$ cat config.mk
export PLATFORM = sky130hd
export DESIGN_NAME = id_ex_alu_issue
export DESIGN_NICKNAME = d
export VERILOG_FILES = /design/src/rtl/id_ex_alu_issue.sv
export SDC_FILE = /design/constraint.sdc
export NUM_CORES = 1
export LEC_CHECK = 0
export CORE_AREA = 2 2 196 198
export CTS_BUF_LIST = sky130_fd_sc_hd__clkbuf_2
export DETAILED_ROUTE_END_ITERATION = 8
export DIE_AREA = 0 0 198 200
export SYNTH_ARGS = -nofsm -noshare
export SYNTH_HDL_FRONTEND = slang
export SYNTH_SLANG_ARGS = --single-unit
$ cat constraint.sdc
create_clock -name clk -period 1.9 [get_ports clk]
set_input_delay 0.38 -clock clk [delete_from_list [all_inputs] [get_ports clk]]
set_output_delay 0.38 -clock clk [all_outputs]
set_load 0.03 [all_outputs]
$ cat src/rtl/id_ex_alu_issue.sv
// ID/EX issue stage ahead of the 64-bit ALU: RV64I ALU-op decode, operand select, valid/ready register.
// Optional operand forwarding from EX/MEM and MEM/WB is enabled by defining ID_EX_FORWARD_EN.
module id_ex_alu_issue #(
  parameter int unsigned XLEN   = 64,
  parameter int unsigned REG_AW = 5
) (
  input  logic              clk,
  input  logic              rst_n,
  input  logic              in_valid,
  output logic              in_ready,
  input  logic [6:0]        opcode,
  input  logic [2:0]        funct3,
  input  logic [6:0]        funct7,
  input  logic [REG_AW-1:0] rs1_addr,
  input  logic [REG_AW-1:0] rs2_addr,
  input  logic [REG_AW-1:0] rd_addr,
  input  logic [XLEN-1:0]   rs1_val,
  input  logic [XLEN-1:0]   rs2_val,
  input  logic [XLEN-1:0]   imm,
  input  logic              flush,
  input  logic              exmem_we,
  input  logic [REG_AW-1:0] exmem_rd,
  input  logic [XLEN-1:0]   exmem_val,
  input  logic              memwb_we,
  input  logic [REG_AW-1:0] memwb_rd,
  input  logic [XLEN-1:0]   memwb_val,
  output logic              out_valid,
  input  logic              out_ready,
  output logic [XLEN-1:0]   alu_a,
  output logic [XLEN-1:0]   alu_b,
  output logic [3:0]        alu_op,
  output logic [REG_AW-1:0] rd_out,
  output logic              illegal
);

  localparam int unsigned OPW = 4;

  localparam logic [6:0] OPC_R     = 7'b0110011;
  localparam logic [6:0] OPC_I     = 7'b0010011;
  localparam logic [6:0] OPC_LOAD  = 7'b0000011;
  localparam logic [6:0] OPC_STORE = 7'b0100011;
  localparam logic [6:0] OPC_LUI   = 7'b0110111;

  localparam logic [OPW-1:0] ALU_ADD  = OPW'(0);
  localparam logic [OPW-1:0] ALU_SUB  = OPW'(1);
  localparam logic [OPW-1:0] ALU_AND  = OPW'(2);
  localparam logic [OPW-1:0] ALU_OR   = OPW'(3);
  localparam logic [OPW-1:0] ALU_XOR  = OPW'(4);
  localparam logic [OPW-1:0] ALU_SLL  = OPW'(5);
  localparam logic [OPW-1:0] ALU_SRL  = OPW'(6);
  localparam logic [OPW-1:0] ALU_SRA  = OPW'(7);
  localparam logic [OPW-1:0] ALU_SLT  = OPW'(8);
  localparam logic [OPW-1:0] ALU_SLTU = OPW'(9);

  logic              r_valid;
  logic [XLEN-1:0]   r_alu_a;
  logic [XLEN-1:0]   r_alu_b;
  logic [OPW-1:0]    r_alu_op;
  logic [REG_AW-1:0] r_rd;
  logic              r_illegal;

  logic              w_in_ready;
  logic              w_capture;
  logic [XLEN-1:0]   w_rs1;
  logic [XLEN-1:0]   w_rs2;
  logic              w_f7_zero;
  logic              w_f7_alt;
  logic              w_f6_zero;
  logic              w_f6_alt;
  logic [OPW-1:0]    w_op;
  logic [XLEN-1:0]   w_a;
  logic [XLEN-1:0]   w_b;
  logic [REG_AW-1:0] w_rd;
  logic              w_ill;

  assign w_in_ready = !r_valid || out_ready;
  assign w_capture  = in_valid && w_in_ready && !flush;

  // Source operand selection; EX/MEM result is younger so it wins over MEM/WB.
`ifdef ID_EX_FORWARD_EN
  always_comb begin
    w_rs1 = rs1_val;
    if (rs1_addr != '0 && memwb_we && memwb_rd == rs1_addr) w_rs1 = memwb_val;
    if (rs1_addr != '0 && exmem_we && exmem_rd == rs1_addr) w_rs1 = exmem_val;
  end

  always_comb begin
    w_rs2 = rs2_val;
    if (rs2_addr != '0 && memwb_we && memwb_rd == rs2_addr) w_rs2 = memwb_val;
    if (rs2_addr != '0 && exmem_we && exmem_rd == rs2_addr) w_rs2 = exmem_val;
  end
`else
  logic w_unused_fwd;

  assign w_rs1        = rs1_val;
  assign w_rs2        = rs2_val;
  assign w_unused_fwd = ^{rs1_addr, rs2_addr, exmem_we, exmem_rd, exmem_val,
                          memwb_we, memwb_rd, memwb_val};
`endif

  // RV64 shift-immediates carry a 6-bit shamt, so only funct7[6:1] is checked.
  assign w_f7_zero = (funct7 == 7'b0000000);
  assign w_f7_alt  = (funct7 == 7'b0100000);
  assign w_f6_zero = (funct7[6:1] == 6'b000000);
  assign w_f6_alt  = (funct7[6:1] == 6'b010000);

  always_comb begin
    w_op  = ALU_ADD;
    w_a   = '0;
    w_b   = '0;
    w_ill = 1'b0;
    case (opcode)
      OPC_R: begin
        w_a = w_rs1;
        w_b = w_rs2;
        case (funct3)
          3'b000: begin
            if (w_f7_zero)     w_op = ALU_ADD;
            else if (w_f7_alt) w_op = ALU_SUB;
            else               w_ill = 1'b1;
          end
          3'b001: begin w_op = ALU_SLL;  w_ill = !w_f7_zero; end
          3'b010: begin w_op = ALU_SLT;  w_ill = !w_f7_zero; end
          3'b011: begin w_op = ALU_SLTU; w_ill = !w_f7_zero; end
          3'b100: begin w_op = ALU_XOR;  w_ill = !w_f7_zero; end
          3'b101: begin
            if (w_f7_zero)     w_op = ALU_SRL;
            else if (w_f7_alt) w_op = ALU_SRA;
            else               w_ill = 1'b1;
          end
          3'b110: begin w_op = ALU_OR;   w_ill = !w_f7_zero; end
          default: begin w_op = ALU_AND; w_ill = !w_f7_zero; end
        endcase
      end
      OPC_I: begin
        w_a = w_rs1;
        w_b = imm;
        case (funct3)
          3'b000: w_op = ALU_ADD;
          3'b001: begin w_op = ALU_SLL; w_ill = !w_f6_zero; end
          3'b010: w_op = ALU_SLT;
          3'b011: w_op = ALU_SLTU;
          3'b100: w_op = ALU_XOR;
          3'b101: begin
            if (w_f6_zero)     w_op = ALU_SRL;
            else if (w_f6_alt) w_op = ALU_SRA;
            else               w_ill = 1'b1;
          end
          3'b110: w_op = ALU_OR;
          default: w_op = ALU_AND;
        endcase
      end
      OPC_LOAD, OPC_STORE: begin
        w_a = w_rs1;
        w_b = imm;
      end
      OPC_LUI: begin
        w_b = imm;
      end
      default: w_ill = 1'b1;
    endcase
    // Illegal entries travel downstream as a zeroed bubble with the trap flag set.
    if (w_ill) begin
      w_op = ALU_ADD;
      w_a  = '0;
      w_b  = '0;
    end
  end

  assign w_rd = w_ill ? '0 : rd_addr;

  // Output register: flush beats capture; data holds whenever nothing is captured.
  always_ff @(posedge clk or negedge rst_n) begin
    if (!rst_n) begin
      r_valid   <= 1'b0;
      r_alu_a   <= '0;
      r_alu_b   <= '0;
      r_alu_op  <= '0;
      r_rd      <= '0;
      r_illegal <= 1'b0;
    end else if (flush) begin
      r_valid <= 1'b0;
    end else if (w_capture) begin
      r_valid   <= 1'b1;
      r_alu_a   <= w_a;
      r_alu_b   <= w_b;
      r_alu_op  <= w_op;
      r_rd      <= w_rd;
      r_illegal <= w_ill;
    end else if (out_ready) begin
      r_valid <= 1'b0;
    end
  end

  assign in_ready  = w_in_ready;
  assign out_valid = r_valid;
  assign alu_a     = r_alu_a;
  assign alu_b     = r_alu_b;
  assign alu_op    = r_alu_op;
  assign rd_out    = r_rd;
  assign illegal   = r_illegal;

endmodule
Word level (Yosys, flattened, before mapping)
Index checks and enable logic that the tools add are counted.
{"block": "classes", "eq_ne": 13, "n_bitwise": 1, "n_mux": 25, "n_reduce_logical": 16}
{"op": "64-bit two-way mux", "n": 3}
{"op": "64-bit one-hot mux with 2 select lines", "n": 1}
{"op": "4-bit one-hot mux with 7 select lines", "n": 2}
{"op": "7-bit by 6-bit equality test with 1-bit output, second input constant", "n": 4}
{"op": "3-bit two-way mux", "n": 4}
{"op": "1-bit two-way mux", "n": 10}
{"op": "3-bit equality test, second input constant", "n": 3}
{"op": "4-bit one-hot mux with 2 select lines", "n": 1}
{"op": "4-bit OR reduction", "n": 2}
{"op": "7-bit by 2-bit equality test with 1-bit output, second input constant", "n": 1}
{"op": "7-bit by 5-bit equality test with 1-bit output, second input constant", "n": 1}
{"op": "7-bit zero test", "n": 1}
{"op": "3-bit by 2-bit equality test with 1-bit output, second input constant", "n": 2}
{"op": "6-bit by 5-bit equality test with 1-bit output, second input constant", "n": 1}
{"op": "6-bit zero test", "n": 1}
{"op": "5-bit two-way mux", "n": 1}
{"op": "1-bit zero test", "n": 4}
{"op": "4-bit two-way mux", "n": 1}
{"op": "3-bit by 1-bit equality test with 1-bit output, second input constant", "n": 1}
{"op": "3-bit zero test", "n": 1}
{"op": "1-bit one-hot mux with 3 select lines", "n": 1}
{"op": "3-bit nonzero test", "n": 1}
{"op": "3-bit OR reduction", "n": 1}
{"op": "1-bit logical AND", "n": 2}
{"op": "other kinds (5)", "n": 5}
{"block": "word_totals", "output_inout_bits": 140, "wordCells": 61, "regBits": 139}

Longest topological paths before layout
Gate-level depths: netlist of the first run.
{"block": "depth", "ltp_word": 6, "ltp_mapped": 7, "depth_no_buf": 5}

Least setup slack after synthesis of the first run
OpenSTA, ideal clock, no wires.
{"block": "synth_timing", "kind": "input to register", "start": "input port funct7[2]", "end": "register r_illegal (netlist: illegal)", "arrival_time_ps": 1730, "stages": 7, "required_ps": 1781, "path_slack_ps": 51, "setup_time_ps": 119, "n_path_buf": 2, "path_cell_list": "or4_4 -> nor2_2 -> a2111o_1 -> nand4b_1 -> buf_6 -> buf_6 -> o21a_1"}
{"block": "synth_via", "elab_chain_cells": 5, "elab_cells_between_ends": 13, "classes_between": "2 x eq/ne; 7 x mux; 4 x reduce/logical"}
{"item": "start, declared", "line": "13", "rtl": "input logic [6:0] funct7,"}
{"item": "6-bit by 5-bit equality test with 1-bit output / 7-bit by 6-bit equality test with 1-bit output (equally long branches)", "line": "105, 103"}
{"item": "1-bit two-way mux (on tied branches)", "line": "146, 119, 128"}
{"item": "1-bit two-way mux (on tied branches)", "line": "145, 118"}
{"item": "1-bit one-hot mux with 2 select lines / 1-bit two-way mux (equally long branches)"}
{"item": "1-bit one-hot mux with 3 select lines *", "line": "112", "rtl": "case (opcode)"}
{"item": "end signal, assigned", "line": "189", "rtl": "r_illegal <= w_ill;"}
{"item": "end, declared", "line": "60", "rtl": "logic r_illegal;"}
Mark *: on every way between the ends. The rest lies on a longest branch, timed or not.
A chain may end at the register's enable or synchronous reset.

Worst setup path after layout of the first run
{"block": "layout_timing", "start": "register r_valid (netlist: out_valid)", "end": "register r_alu_b[2] (netlist: alu_b[2])"}
{"block": "layout_via", "elab_chain_cells": 5}
{"item": "start, declared", "line": "55", "rtl": "logic r_valid;"}
{"item": "start signal, assigned", "line": "175", "rtl": "r_valid <= 1'b0;"}
{"item": "start signal, assigned", "line": "182", "rtl": "r_valid <= 1'b0;"}
{"item": "start signal, assigned", "line": "184", "rtl": "r_valid <= 1'b1;"}
{"item": "1-bit zero test", "line": "76", "rtl": "assign w_in_ready = !r_valid || out_ready;"}
{"item": "1-bit logical OR", "line": "76"}
{"item": "1-bit logical AND (2 in a row)", "line": "77", "rtl": "assign w_capture = in_valid && w_in_ready && !flush;"}
{"item": "2-bit AND reduction (no line)"}
{"item": "end signal, assigned", "line": "186", "rtl": "r_alu_b <= w_b;"}
{"item": "end, declared", "line": "57", "rtl": "logic [XLEN-1:0] r_alu_b;"}
Every way passes these cells.

==> results of run 1 <==
[per-stage QoR]
step                      TNS, ns  instances
after detailed placement   -76.95       1705
after CTS                   -3.39       1815
after floorplan                 0        850
after global routing       -15.64       1845
final                      -0.974       1848
after global placement     -72.10       1705
[area by class of cell]
cell class,count,area (µm²),share of cell area
Tap cell,511,639,0.0491
Clock buffer,19,95.1,0.00730
Multi-Input combinational cell,631,3170,0.243
Inverter,9,36.3,0.00278
Timing Repair Buffer,523,5460,0.419
Sequential cell,139,3480,0.267
Clock inverter,13,144,0.0110
Antenna cell,3,7.51,0.000576
[worst max path at each step]
stage | from | end | slack [ns]
finish | out_valid | alu_b[2] | -0.06
detailed placement | opcode[6] | alu_b[63] | -0.70
global route | out_valid | in_ready | -0.22
CTS | out_valid | in_ready | -0.17
floorplan | funct7[2] | illegal | 0.05
global placement | opcode[1] | alu_b[63] | -0.64
[registers in the layout, indices dropped and copies added, names as in the netlist]
signal     count
alu_a         64
alu_b         64
rd_out         5
alu_op         4
illegal        1
out_valid      1
[kinds of logic (layout without fill, tap and decap cells)]
logic type             count (synthesis)  after routing  share of synthesized area
flip-flops                           139            139                      0.516
AO/OA/AOI/OAI                        275            275                      0.222
buffers and inverters                 80            564                     0.0537
other                                  0              3                          0
AND/OR/NAND/NOR                      356            356                      0.208
[metal layers]
metal / vias to the layer above / wire length (µm)
li1: 3825 / -
met1: 3707 / 11800
met2: 328 / 14700
met3: 32 / 2950
met4: 10 / 408
met5: - / 68
[cells in the final DEF (no fill, tap or decap), types with 2 or more instances in the layout]
| master | instances |
|---|---|
| clkinv_4 | 3 |
| clkinvlp_4 | 4 |
| nor2_1 | 4 |
| buf_2 | 2 |
| o21ai_2 | 62 |
| inv_1 | 8 |
| o21ai_1 | 70 |
| dlygate4sd3_1 | 61 |
| nand2b_1 | 3 |
| buf_12 | 16 |
| clkbuf_16 | 6 |
| dfrtp_1 | 139 |
| inv_6 | 2 |
| buf_4 | 82 |
| buf_6 | 139 |
| clkdlybuf4s50_1 | 216 |
| nand3_1 | 2 |
| o21ai_0 | 5 |
| a31oi_1 | 66 |
| diode_2 | 3 |
| clkbuf_2 | 19 |
| bufinv_16 | 2 |
| clkinv_2 | 2 |
| a21oi_1 | 65 |
| nand2_1 | 334 |
[worst reg2reg max path, cell delays in order (launching register included)]
cell	delay [ns]
dfrtp_1	0.42
nor2b_4	0.14
buf_4	0.13
buf_6	0.11
nor3b_4	0.24
nand2_1	0.08
nand4b_1	0.19
buf_6	0.17
buf_12	0.15
clkbuf_16	0.18
o21ai_2	0.10
[what timing repair did]
action	4_1_cts	5_1_grt
endpoints found under the setup margin	140	264
buffers inserted	19	21
gates cloned	0	11
endpoints found under the hold margin	198	0
hold buffers	61	0
gates resized for setup	973	99
pin swaps	1	36
[where the power goes]
group,total (µW),internal (µW),switching [µW]
sequential,3040,3010,34.0
combinational,1550,836,716
clock,1850,621,1220
total,6440,4470,1970
==> flow_metrics.tcl, run 1 <==
set metrics [dict create \
    whs_ns 0.162 \
    clock-root-buffer "clkbuf_2" \
    vias 7902 \
    use_met2 0.231 \
    ys_async_sr_fraction 1.00 \
    path_common_cell "buf_6" \
    leakage_uw 0.00569 \
    yosys.area.top_type "dfrtp_1" \
    synth_nets 1219 \
    drtIter0Drc 208 \
    cp_max_fo 7 \
    cp_num_cells 10 \
    yosysSeqAreaShare 0.516 \
    use_met1 0.151 \
    cts_sinks 139 \
    dp_slack_ns -0.697 \
    synth-seq-cells 139 \
    fp.dieW_um 198 \
    worstPathRequired_ns 2.63 \
    r2r_start "out_valid" \
    synth-edff-count 0 \
    power_uw 6440 \
    post-route-period-util 1.03 \
    cts_tree "yes" \
    start_util 0.180 \
    power_density_nw_per_um2 494 \
    insertion_delay_ns 0.80 \
    max-vdd-ir-drop_mv 0.396 \
    groute.usage.overall 0.135 \
    wl_um 29900 \
    ioPinCount 509 \
    worstPathCellList "nor2b_4 > buf_4 > buf_6 > nor3b_4 > nand2_1 > nand4b_1 > buf_6 > buf_12 > clkbuf_16 > o21ai_2" \
    layout_min_cycle_time_ns 1.96 \
    area_growth_pct 93.4 \
    relSlewSlack 0.517 \
    placed_area_um2 11200 \
    design_area_um2 13000 \
    slowest_delay_ns 0.42 \
    drtPass1Iterations 4 \
    cts_max_level 4 \
    rr_worst_depth 10 \
    dieArea_um2 39600 \
    synth_most_common_cell "nand2_1" \
    fp.dieH_um 200 \
    yosysWarnings 0 \
    arrival_ns 2.69 \
    drv_cap 0 \
    hold_viol_final 0 \
    postSynthCellCount 850 \
    cpMaxStageDelayCell "dfrtp_1" \
    detail_route.wl_per_cell_um 16.2 \
    synth_top_area_frac 0.516 \
    path_delay_family "buffers and inverters" \
    clockBufferDepth 2 \
    drive_gt1_frac 0.265 \
    skew_ns 0.0267 \
    avgSynthCellArea_um2 7.93 \
    synth_area_um2 6740 \
    hp-start "rd_addr[0]" \
    use_met3 0.0612 \
    whs_endpoint "rd_out[0]" \
    ys_types 34 \
    critPathLaunchType "flop" \
    numPortBuffers 358 \
    grt_start_max_net_pins 97 \
    grt_pass1_vias 7549 \
    coreArea_um2 37400 \
    cts_buffers 17 \
    path_buf_inv 5 \
    min_path_cells 3 \
    overflow 0 \
    routabilityCongestion 0.797 \
    post-route-worst-setup-slack_ns -0.0614 \
    setup_violations 34 \
    top_usage_layer "met2" \
    fmax_mhz 510 \
    violations "setup timing" \
    fill_cells 3818 \
    layout.nets 1690 \
    grt_pass1_wl_um 40800 \
    synth-main-ff-cell "dfrtp_1" \
    worst-slew-pin-transition_ns 0.722 \
    r2r_end "alu_b[2]" \
    synth.area.top_cells "dfrtp_1, nand2_1, o21ai_1" \
    row_count 71 \
    synthTopCellsByCount "nand2_1, dfrtp_1, o21ai_1" \
    hp-class "primary input to flop" \
    vias_per_cell 4.28 \
    crit_path_end_kind "flop" \
    grt_setup_unrepaired "true" \
    final_util 0.348 \
    clk_pin_slew_worst_paths_ns 0.20 \
    antenna_found_initial 8 \
    status "finished, violations left" \
    antenna_left 0 \
    slew_viol_final 0 \
    drc 0 \
    place_hpwl_um 20200 \
    r2r_setup_slack_ns -0.06 \
    crit_type "flop to flop" \
]
Note: power is estimated with default switching activity, not from simulation.
==> run 2: changes to the inputs <==
--- a/config.mk
+++ b/config.mk
@@ -6,7 +6,7 @@
 export NUM_CORES = 1
 export LEC_CHECK = 0
 export CORE_AREA = 2 2 196 198
-export CTS_BUF_LIST = sky130_fd_sc_hd__clkbuf_2
+export CTS_BUF_LIST = sky130_fd_sc_hd__clkbuf_8
 export DETAILED_ROUTE_END_ITERATION = 8
 export DIE_AREA = 0 0 198 200
 export SYNTH_ARGS = -nofsm -noshare
==> flow_metrics.tcl, run 2 (synthesis gave the netlist of run 1 again) <==
set metrics [dict create \
    antenna_left 0 \
    ioPinCount 509 \
    grt_pass1_wl_um 40900 \
    violations "setup timing" \
    cts_buffers 17 \
    setup_violations 8 \
    coreArea_um2 37400 \
    groute.usage.overall 0.137 \
    path_delay_family "buffers and inverters" \
    crit_type "primary input to flop" \
    slew_viol_final 0 \
    path_buf_inv 3 \
    status "finished, violations left" \
    worstPathRequired_ns 2.26 \
    overflow 0 \
    place_hpwl_um 20200 \
    r2r_end "alu_b[2]" \
    worst-slew-pin-transition_ns 0.424 \
    cellInternalPower_uw 4830 \
    cts_sinks 139 \
    rr_worst_depth 7 \
    wl_um 27500 \
    crit_path_end_kind "flop" \
    final_util 0.313 \
    cp_max_fo 6 \
    r2r_setup_slack_ns 0.12 \
    dieArea_um2 39600 \
    critPathLaunchType "primary input" \
    stdcell_count 1751 \
    fill_cells 4024 \
    power_density_nw_per_um2 579 \
    p_seq_frac 0.447 \
    slowest_delay_ns 0.41 \
    arrival_ns 2.27 \
    cts_max_level 4 \
    fmax_mhz 523 \
    routabilityCongestion 0.797 \
    swShare 0.286 \
    skew_ns 0.0100 \
    area_growth_pct 73.5 \
    r2r_start "out_valid" \
    numPortBuffers 358 \
    clk_pin_slew_worst_paths_ns 0.08 \
    clock-root-buffer "clkbuf_8" \
    clockBufferDepth 2 \
    final_cell_mix "nand2_1, clkdlybuf4s50_1, dlygate4sd2_1" \
    layout.nets 1593 \
    antenna_found_initial 9 \
    detail_route.wl_per_cell_um 15.7 \
    final_common_cell "nand2_1" \
    worstPathCellList "clkdlybuf4s50_1 > and4bb_4 > nand3_2 > a2111o_1 > nand4b_1 > buf_6 > bufbuf_16 > o21ai_0" \
    drtPass1Iterations 4 \
    hold_viol_final 0 \
    start_util 0.180 \
    vias_per_cell 4.24 \
    max-vdd-ir-drop_mv 0.370 \
    cts_tree "yes" \
    row_count 71 \
    vias 7424 \
    post-route-worst-setup-slack_ns -0.0112 \
    leakage_uw 0.00546 \
    grt_pass1_vias 7336 \
    hp-class "primary input to async pin" \
    layout_min_cycle_time_ns 1.91 \
    cpMaxStageDelayCell "clkdlybuf4s50_1" \
    fp.dieW_um 198 \
    placed_cells 1705 \
    drive_gt1_frac 0.0946 \
    fp.dieH_um 200 \
    drtIter0Drc 207 \
    combPwrFrac 0.194 \
    post-route-period-util 1.01 \
    drc 0 \
    grt_start_max_net_pins 97 \
    p_clk_frac 0.359 \
    drv_cap 0 \
    relSlewSlack 0.719 \
    p_switching_uw 1940 \
    insertion_delay_ns 0.48 \
    grt_setup_unrepaired "true" \
]
[run 2: cell type report]
type / count / area [µm²] / area share
tap: 511 / 639 / 0.0547
multi-input combinational: 631 / 2960 / 0.253
sequential: 139 / 3480 / 0.298
timing repair buffer: 426 / 4180 / 0.358
clock inverter: 15 / 151 / 0.0130
antenna: 3 / 7.51 / 0.000642
inverter: 9 / 33.8 / 0.00289
clock buffer: 17 / 234 / 0.0200
[run 2: metrics by stage]
step	power, µW	hold WS (ns)	instance area, µm²	setup TNS, ns	worst slack, ns
after floorplan	3570	0.0844	6740	0	0.0515
after global routing	7130	0.264	11700	-1.23	-0.0609
after CTS	6910	0.250	11700	-0.506	-0.0322
after detailed placement	4420	0.229	11200	-76.95	-0.697
after global placement	4420	0.225	11200	-72.10	-0.636
final	6760	0.306	11700	-0.0287	-0.0112
[run 2: power groups by stage]
stage                     registers, µW  logic (µW)  clock network (µW)
after detailed placement           3090        1340                   0
after global placement             3080        1330                   0
after global routing               3030        1430                2670
final                              3020        1310                2430
after CTS                          3020        1330                2560
after floorplan                    3170         393                   0
[run 2: worst max path at each step]
stage	cells after the start	slack, ns	start	endpoint
after global routing	8	-0.06	opcode[3]	alu_b[7]
after global placement	7	-0.64	opcode[1]	alu_b[63]
after floorplan	7	0.05	funct7[2]	illegal
after detailed placement	7	-0.70	opcode[6]	alu_b[63]
after CTS	10	-0.03	opcode[3]	alu_b[1]
final	8	-0.01	opcode[3]	alu_b[2]
[run 2: routing by layer]
metal,vias up,wire length (µm),global-route usage
li1,3620,-,-
met1,3421,11000,0.156
met2,337,12900,0.228
met3,36,2960,0.0585
met4,10,606,0.0529
met5,-,68,0
[run 2: what timing repair did]
action	CTS	global route
buffers inserted	7	0
pin swaps	11	8
hold buffers	1	0
setup endpoints to repair	193	103
gates cloned	4	1
endpoints found under the hold margin	32	0
gates resized for setup	165	10
